$ cat src/rtl/hs_sync_rx_if.sv
// hs_sync_rx_if: bundled-data pipeline tail and valid/ready stream bundle.
// Ports: req_in/data_in/ack_in (4-phase side), dout/dout_valid/dout_ready/level (sync side).
interface hs_sync_rx_if #(
    parameter int DATA_W = 3,
    parameter int DEPTH  = 4
);
    localparam int LVL_W = $clog2(DEPTH) + 1;

    logic              req_in;
    logic [DATA_W-1:0] data_in;
    logic              ack_in;
    logic [DATA_W-1:0] dout;
    logic              dout_valid;
    logic              dout_ready;
    logic [LVL_W-1:0]  level;

    modport master (
        output req_in, data_in, dout_ready,
        input  ack_in, dout, dout_valid, level
    );

    modport slave (
        input  req_in, data_in, dout_ready,
        output ack_in, dout, dout_valid, level
    );
endinterface

$ cat src/rtl/hs_sync_rx.sv
// hs_sync_rx: clocked 4-phase receiver buffering tokens into a FIFO stream.
// Ports: clk, rst_n (async low), bus (slave: req_in/data_in/ack_in, dout/dout_valid/dout_ready/level).
module hs_sync_rx #(
    parameter int DATA_W      = 3,
    parameter int DEPTH       = 4,
    parameter int SYNC_STAGES = 2
) (
    input  logic        clk,
    input  logic        rst_n,
    hs_sync_rx_if.slave bus
);
    localparam int PTR_W = $clog2(DEPTH);
    localparam int LVL_W = PTR_W + 1;

    typedef enum logic {
        IDLE  = 1'b0,
        ACKED = 1'b1
    } state_e;

    state_e                 state_q, state_d;
    logic                   ack_q, ack_d;
    logic [SYNC_STAGES-1:0] sync_q, sync_d;
    logic [PTR_W-1:0]       wr_ptr_q, wr_ptr_d;
    logic [PTR_W-1:0]       rd_ptr_q, rd_ptr_d;
    logic [LVL_W-1:0]       level_q, level_d;
    logic [DATA_W-1:0]      mem_q [DEPTH];
    logic [DATA_W-1:0]      mem_d [DEPTH];

    logic req_s;
    logic full;
    logic push;
    logic pop;

    always_comb begin
        sync_d   = {sync_q[SYNC_STAGES-2:0], bus.req_in};
        req_s    = sync_q[SYNC_STAGES-1];
        // Full is judged on the pre-pop level: a pop and a push never
        // share an edge when the FIFO is full.
        full     = (level_q == LVL_W'(DEPTH));
        pop      = (level_q != '0) && bus.dout_ready;
        push     = 1'b0;
        state_d  = state_q;
        ack_d    = ack_q;
        mem_d    = mem_q;

        unique case (state_q)
            IDLE: begin
                if (req_s && !full) begin
                    push    = 1'b1;
                    ack_d   = 1'b1;
                    state_d = ACKED;
                end
            end
            ACKED: begin
                if (!req_s) begin
                    ack_d   = 1'b0;
                    state_d = IDLE;
                end
            end
            default: begin
                state_d = IDLE;
                ack_d   = 1'b0;
            end
        endcase

        // data_in is only sampled here, under the bundling guarantee.
        if (push) begin
            mem_d[wr_ptr_q] = bus.data_in;
        end

        wr_ptr_d = push ? wr_ptr_q + PTR_W'(1) : wr_ptr_q;
        rd_ptr_d = pop  ? rd_ptr_q + PTR_W'(1) : rd_ptr_q;

        level_d = level_q;
        if (push && !pop) begin
            level_d = level_q + LVL_W'(1);
        end else if (!push && pop) begin
            level_d = level_q - LVL_W'(1);
        end
    end

    always_ff @(posedge clk or negedge rst_n) begin
        if (!rst_n) begin
            state_q  <= IDLE;
            ack_q    <= 1'b0;
            sync_q   <= '0;
            wr_ptr_q <= '0;
            rd_ptr_q <= '0;
            level_q  <= '0;
            mem_q    <= '{default: '0};
        end else begin
            state_q  <= state_d;
            ack_q    <= ack_d;
            sync_q   <= sync_d;
            wr_ptr_q <= wr_ptr_d;
            rd_ptr_q <= rd_ptr_d;
            level_q  <= level_d;
            mem_q    <= mem_d;
        end
    end

    assign bus.ack_in     = ack_q;
    assign bus.dout       = mem_q[rd_ptr_q];
    assign bus.dout_valid = (level_q != '0);
    assign bus.level      = level_q;
endmodule
$ cat src/flat_wrapper.sv
// flat-port wrapper written by rule: the top's interface ports become plain ports
module hs_sync_rx_flat 
#(
    parameter int DATA_W      = 3,
    parameter int DEPTH       = 4,
    parameter int SYNC_STAGES = 2
)
  (clk, rst_n, bus_req_in, bus_data_in, bus_dout_ready, bus_ack_in, bus_dout, bus_dout_valid, bus_level);
  hs_sync_rx_if #(.DATA_W(DATA_W), .DEPTH(DEPTH)) bus_i ();
  input  logic clk;
  input  logic rst_n;
  input wire logic [$bits(bus_i.req_in)-1:0] bus_req_in;
  input wire logic [$bits(bus_i.data_in)-1:0] bus_data_in;
  input wire logic [$bits(bus_i.dout_ready)-1:0] bus_dout_ready;
  output wire logic [$bits(bus_i.ack_in)-1:0] bus_ack_in;
  output wire logic [$bits(bus_i.dout)-1:0] bus_dout;
  output wire logic [$bits(bus_i.dout_valid)-1:0] bus_dout_valid;
  output wire logic [$bits(bus_i.level)-1:0] bus_level;
  assign bus_i.req_in = bus_req_in;
  assign bus_i.data_in = bus_data_in;
  assign bus_i.dout_ready = bus_dout_ready;
  assign bus_ack_in = bus_i.ack_in;
  assign bus_dout = bus_i.dout;
  assign bus_dout_valid = bus_i.dout_valid;
  assign bus_level = bus_i.level;
  hs_sync_rx #(.DATA_W(DATA_W), .DEPTH(DEPTH), .SYNC_STAGES(SYNC_STAGES)) u_core (.clk(clk), .rst_n(rst_n), .bus(bus_i));
endmodule
$ cat config.mk
export PLATFORM = sky130hd
export DESIGN_NAME = hs_sync_rx_flat
export DESIGN_NICKNAME = d
export VERILOG_FILES = /design/src/rtl/hs_sync_rx_if.sv /design/src/rtl/hs_sync_rx.sv /design/src/flat_wrapper.sv
export SDC_FILE = /design/constraint.sdc
export NUM_CORES = 1
export LEC_CHECK = 0
export ABC_AREA = 1
export CAP_MARGIN = 20
export CORE_ASPECT_RATIO = 0.7
export CORE_MARGIN = 2
export CORE_UTILIZATION = 30
export DETAILED_ROUTE_END_ITERATION = 10
export SKIP_LAST_GASP = 1
export SYNTH_ARGS = -nofsm -noshare
export SYNTH_HDL_FRONTEND = slang
export SYNTH_SLANG_ARGS = --single-unit
$ cat constraint.sdc
create_clock -name clk -period 3.55 [get_ports clk]
set_input_delay 0.71 -clock clk [delete_from_list [all_inputs] [get_ports clk]]
set_output_delay 0.71 -clock clk [all_outputs]
set_load 0.05 [all_outputs]
==> impl_metrics.yaml <==
route:
  drtAntennaViolNets: 0
  totalWireLength_um: 2472
  drt_iter0_markers: 34
  drt-vias-per-instance: 4.642
  drtPass1Iterations: 4
  vias: 933
  wire_per_inst_um: 12.30
  post-route-drc-count: 0
outcome:
  result_of_the_run: "finished clean"
yosys:
  ys_top_cells_by_area: "sky130_fd_sc_hd__dfrtp_1 (49%), sky130_fd_sc_hd__nand2_1 (14%), sky130_fd_sc_hd__nand4_1 (7.0%), sky130_fd_sc_hd__ha_1 (5.3%), sky130_fd_sc_hd__nand3_1 (3.4%)"
  yosysWarnings: 0
  synthesis.nets: 148
  synth-edff-count: 0
  asyncSetResetFlopFracSynth_pct: 100.0
  synth_top_cell_by_area: "sky130_fd_sc_hd__dfrtp_1"
  netlist-cell-type-count: 18
  leading_cell_types_by_count_after_synthesis: "sky130_fd_sc_hd__nand2_1 (45), sky130_fd_sc_hd__dfrtp_1 (23), sky130_fd_sc_hd__nand4_1 (13)"
  syn_avg_cell_area_um2: 8.666
  synth_area_um2: 1170
  ys.flop_type: "sky130_fd_sc_hd__dfrtp_1"
  yosysSeqAreaShare_pct: 49.20
  ys_ff_latch: 23
  yosysTopAreaCellShare_pct: 49.20
  most_numerous_cell_in_the_yosys_netlist: "sky130_fd_sc_hd__nand2_1"
  synth_cells: 135
worst_hold_path:
  min_delay_src: "u_core.sync_q[0]"
  worst_hold_path.num_cells: 0
  hold_path_class: "reg -> reg"
  hold_end: "u_core.sync_q[1]"
global_route:
  grt.total_usage_pct: 11.75
  grt_first_pass_wirelength_um: 3926
  grt_max_degree: 24
  vias_in_the_first_global_route: 818
  globalRoute.totalOverflow: 0
  grt_antenna_before_repair: 0
setup_path:
  cp-end-kind: "output port"
  worst_r2r_endpoint: "u_core.bus.level[2]"
  reg2reg_slack_ns: 1.61
  critical_path_class: "reg -> out"
  worst_path_arrival_time_ns: 1.91
  start_kind: "register"
  length_in_cells_of_the_worst_reg_to_reg_path: 10
  crit_required_ns: 2.84
  worst-path-max-fanout: 9
  r2r_start: "u_core.state_q"
timing:
  fin_hold_ws_ns: 0.3517
  timing_max_transition_violations_final: 0
  maxClockFrequency_mhz: 381.0
  timing.final.setup_violations: 0
  layout_min_cycle_time_ns: 2.625
  timing_hold_violations_final: 0
  worst_rel_slew_slack_pct: 66.72
  setup-tns-final_ns: 0
  tightest_slew_ns: 0.4976
  clock-skew-final_ns: 0.001186
  setup_repair_after_global_routing_missed_its_margin: "no"
  final_min_period_over_clock_period_pct: 73.94
placed_design:
  gp_routability_congestion: 0.8037
  place_hpwl_um: 1869
  io_buffers: 14
  place.detailed.instances: 196
floorplanning:
  pin_count: 15
  die_y_um: 56.25
  core_region_area_um2: 3626
  die_area_um2: 4423
  row_count: 18
  die_w_um: 78.64
  floorplan.initialDensity_pct: 32.26
final_layout:
  layout-drive-gt1-share_pct: 7.947
  antennaDiodeCount: 0
  finalNonFillerCells: 201
  numnets_final: 165
  areaGrowthSynthToFinish_pct: 19.79
clock_tree:
  cts_htree_levels: 1
  path_clk_slew_ns: 0.08
  clk_root_buffer_cell: "sky130_fd_sc_hd__clkbuf_8"
  tritoncts: "yes"
  cts_repair_resize_count: 0
  post_cts_setup_buffer_count: 0
  cts.sink_count: 23
  tritoncts.num_buffers: 3
  clk_latency_ns: 0.26
  cts.path.max_buffers: 2
  hold_buffers: 0
power:
  leakage_power_uw: 0.0006889
  powerDensity_nw_per_um2: 1040
  worst_ir_drop_vdd_mv: 0.6112
run:
  max_cap_viols: 0
report_power, final:
part / internal (µW) / switching [µW] / total [µW] / leakage [µW]
clock network: 80.1 / 80.4 / 161 / 0.0000228
logic: 270 / 515 / 785 / 0.000389
registers: 384 / 127 / 511 / 0.000277
total: 734 / 723 / 1460 / 0.000689
final cells by class:
cell class,count,area [µm²]
fill,351,2225
sequential,23,575.6
multi-input combinational,98,525.5
timing repair buffer,15,151.4
tap,50,62.56
clock buffer,4,45.04
inverter,11,41.29
routing by layer:
layer  track usage, %  routed length [µm]  vias to the layer above
met4            3.008                  21                        0
met5                0                   0                        -
met2            15.38                 956                       20
met1            18.34                1390                      438
li1                 -                   -                      473
met3            3.571                 103                        2
registers in the layout (all words and copies together) (netlist names):
name               cells
u_core.bus.level       3
u_core.wr_ptr_q        2
u_core.state_q         1
u_core.bus.ack_in      1
u_core.sync_q          2
u_core.mem_q          12
u_core.rd_ptr_q        2
worst max path at each step:
stage | start | end | slack [ns] | cells past startpoint
finish | u_core.rd_ptr_q[0] | bus_dout[2] | 0.93 | 4
detailed placement | u_core.rd_ptr_q[0] | bus_dout[2] | 1.20 | 4
global route | u_core.rd_ptr_q[0] | bus_dout[0] | 0.82 | 5
CTS | u_core.rd_ptr_q[0] | bus_dout[2] | 0.91 | 4
floorplan | u_core.bus.level[0] | u_core.bus.level[2] | 1.22 | 10
global placement | u_core.rd_ptr_q[0] | bus_dout[0] | 1.26 | 4
kinds of logic (layout without fill, tap and decap cells):
logic type	after synthesis	in the layout	share of synthesized area, %
and+or+nand+nor	80	80	32.41
AOI/OAI and AO/OA	11	11	4.706
adders and majority gates	6	6	7.059
DFF	23	23	49.20
xor gates and xnor gates	1	1	0.7488
buffers and inverters	14	30	5.882
worst max-delay path: stages, from the launching register on:
cell                              delay (ns)
sky130_fd_sc_hd__dfrtp_1                0.47
sky130_fd_sc_hd__inv_2                  0.14
sky130_fd_sc_hd__o21ai_0                0.08
sky130_fd_sc_hd__o21ai_1                0.14
sky130_fd_sc_hd__clkdlybuf4s50_1        0.81
cells in the final DEF (no fill, tap or decap), types with 2 or more instances in the layout:
master                             n
sky130_fd_sc_hd__clkbuf_8          3
sky130_fd_sc_hd__o21ai_0           8
sky130_fd_sc_hd__nand3_1           8
sky130_fd_sc_hd__nand2_2           2
sky130_fd_sc_hd__clkdlybuf4s50_1  14
sky130_fd_sc_hd__o21ai_1           3
sky130_fd_sc_hd__inv_2             3
sky130_fd_sc_hd__nand4_1          13
sky130_fd_sc_hd__inv_1             8
sky130_fd_sc_hd__dfrtp_1          23
sky130_fd_sc_hd__ha_1              5
sky130_fd_sc_hd__nor2_1            9
sky130_fd_sc_hd__nand2_1          45
stage by stage:
stage / setup WS, ns / util (%) / cell area, µm² / power [µW]
2_1_floorplan: 1.220 / - / 1170 / 1070
3_3_place_gp: 1.258 / 37.09 / 1345 / 1274
3_5_place_dp: 1.203 / 37.09 / 1345 / 1300
4_1_cts: 0.9100 / 38.34 / 1390 / 1462
5_1_grt: 0.8213 / 38.65 / 1401 / 1569
6_report: 0.9251 / 38.65 / 1401 / 1457
No activity file was read; power rests on OpenSTA's default activity.
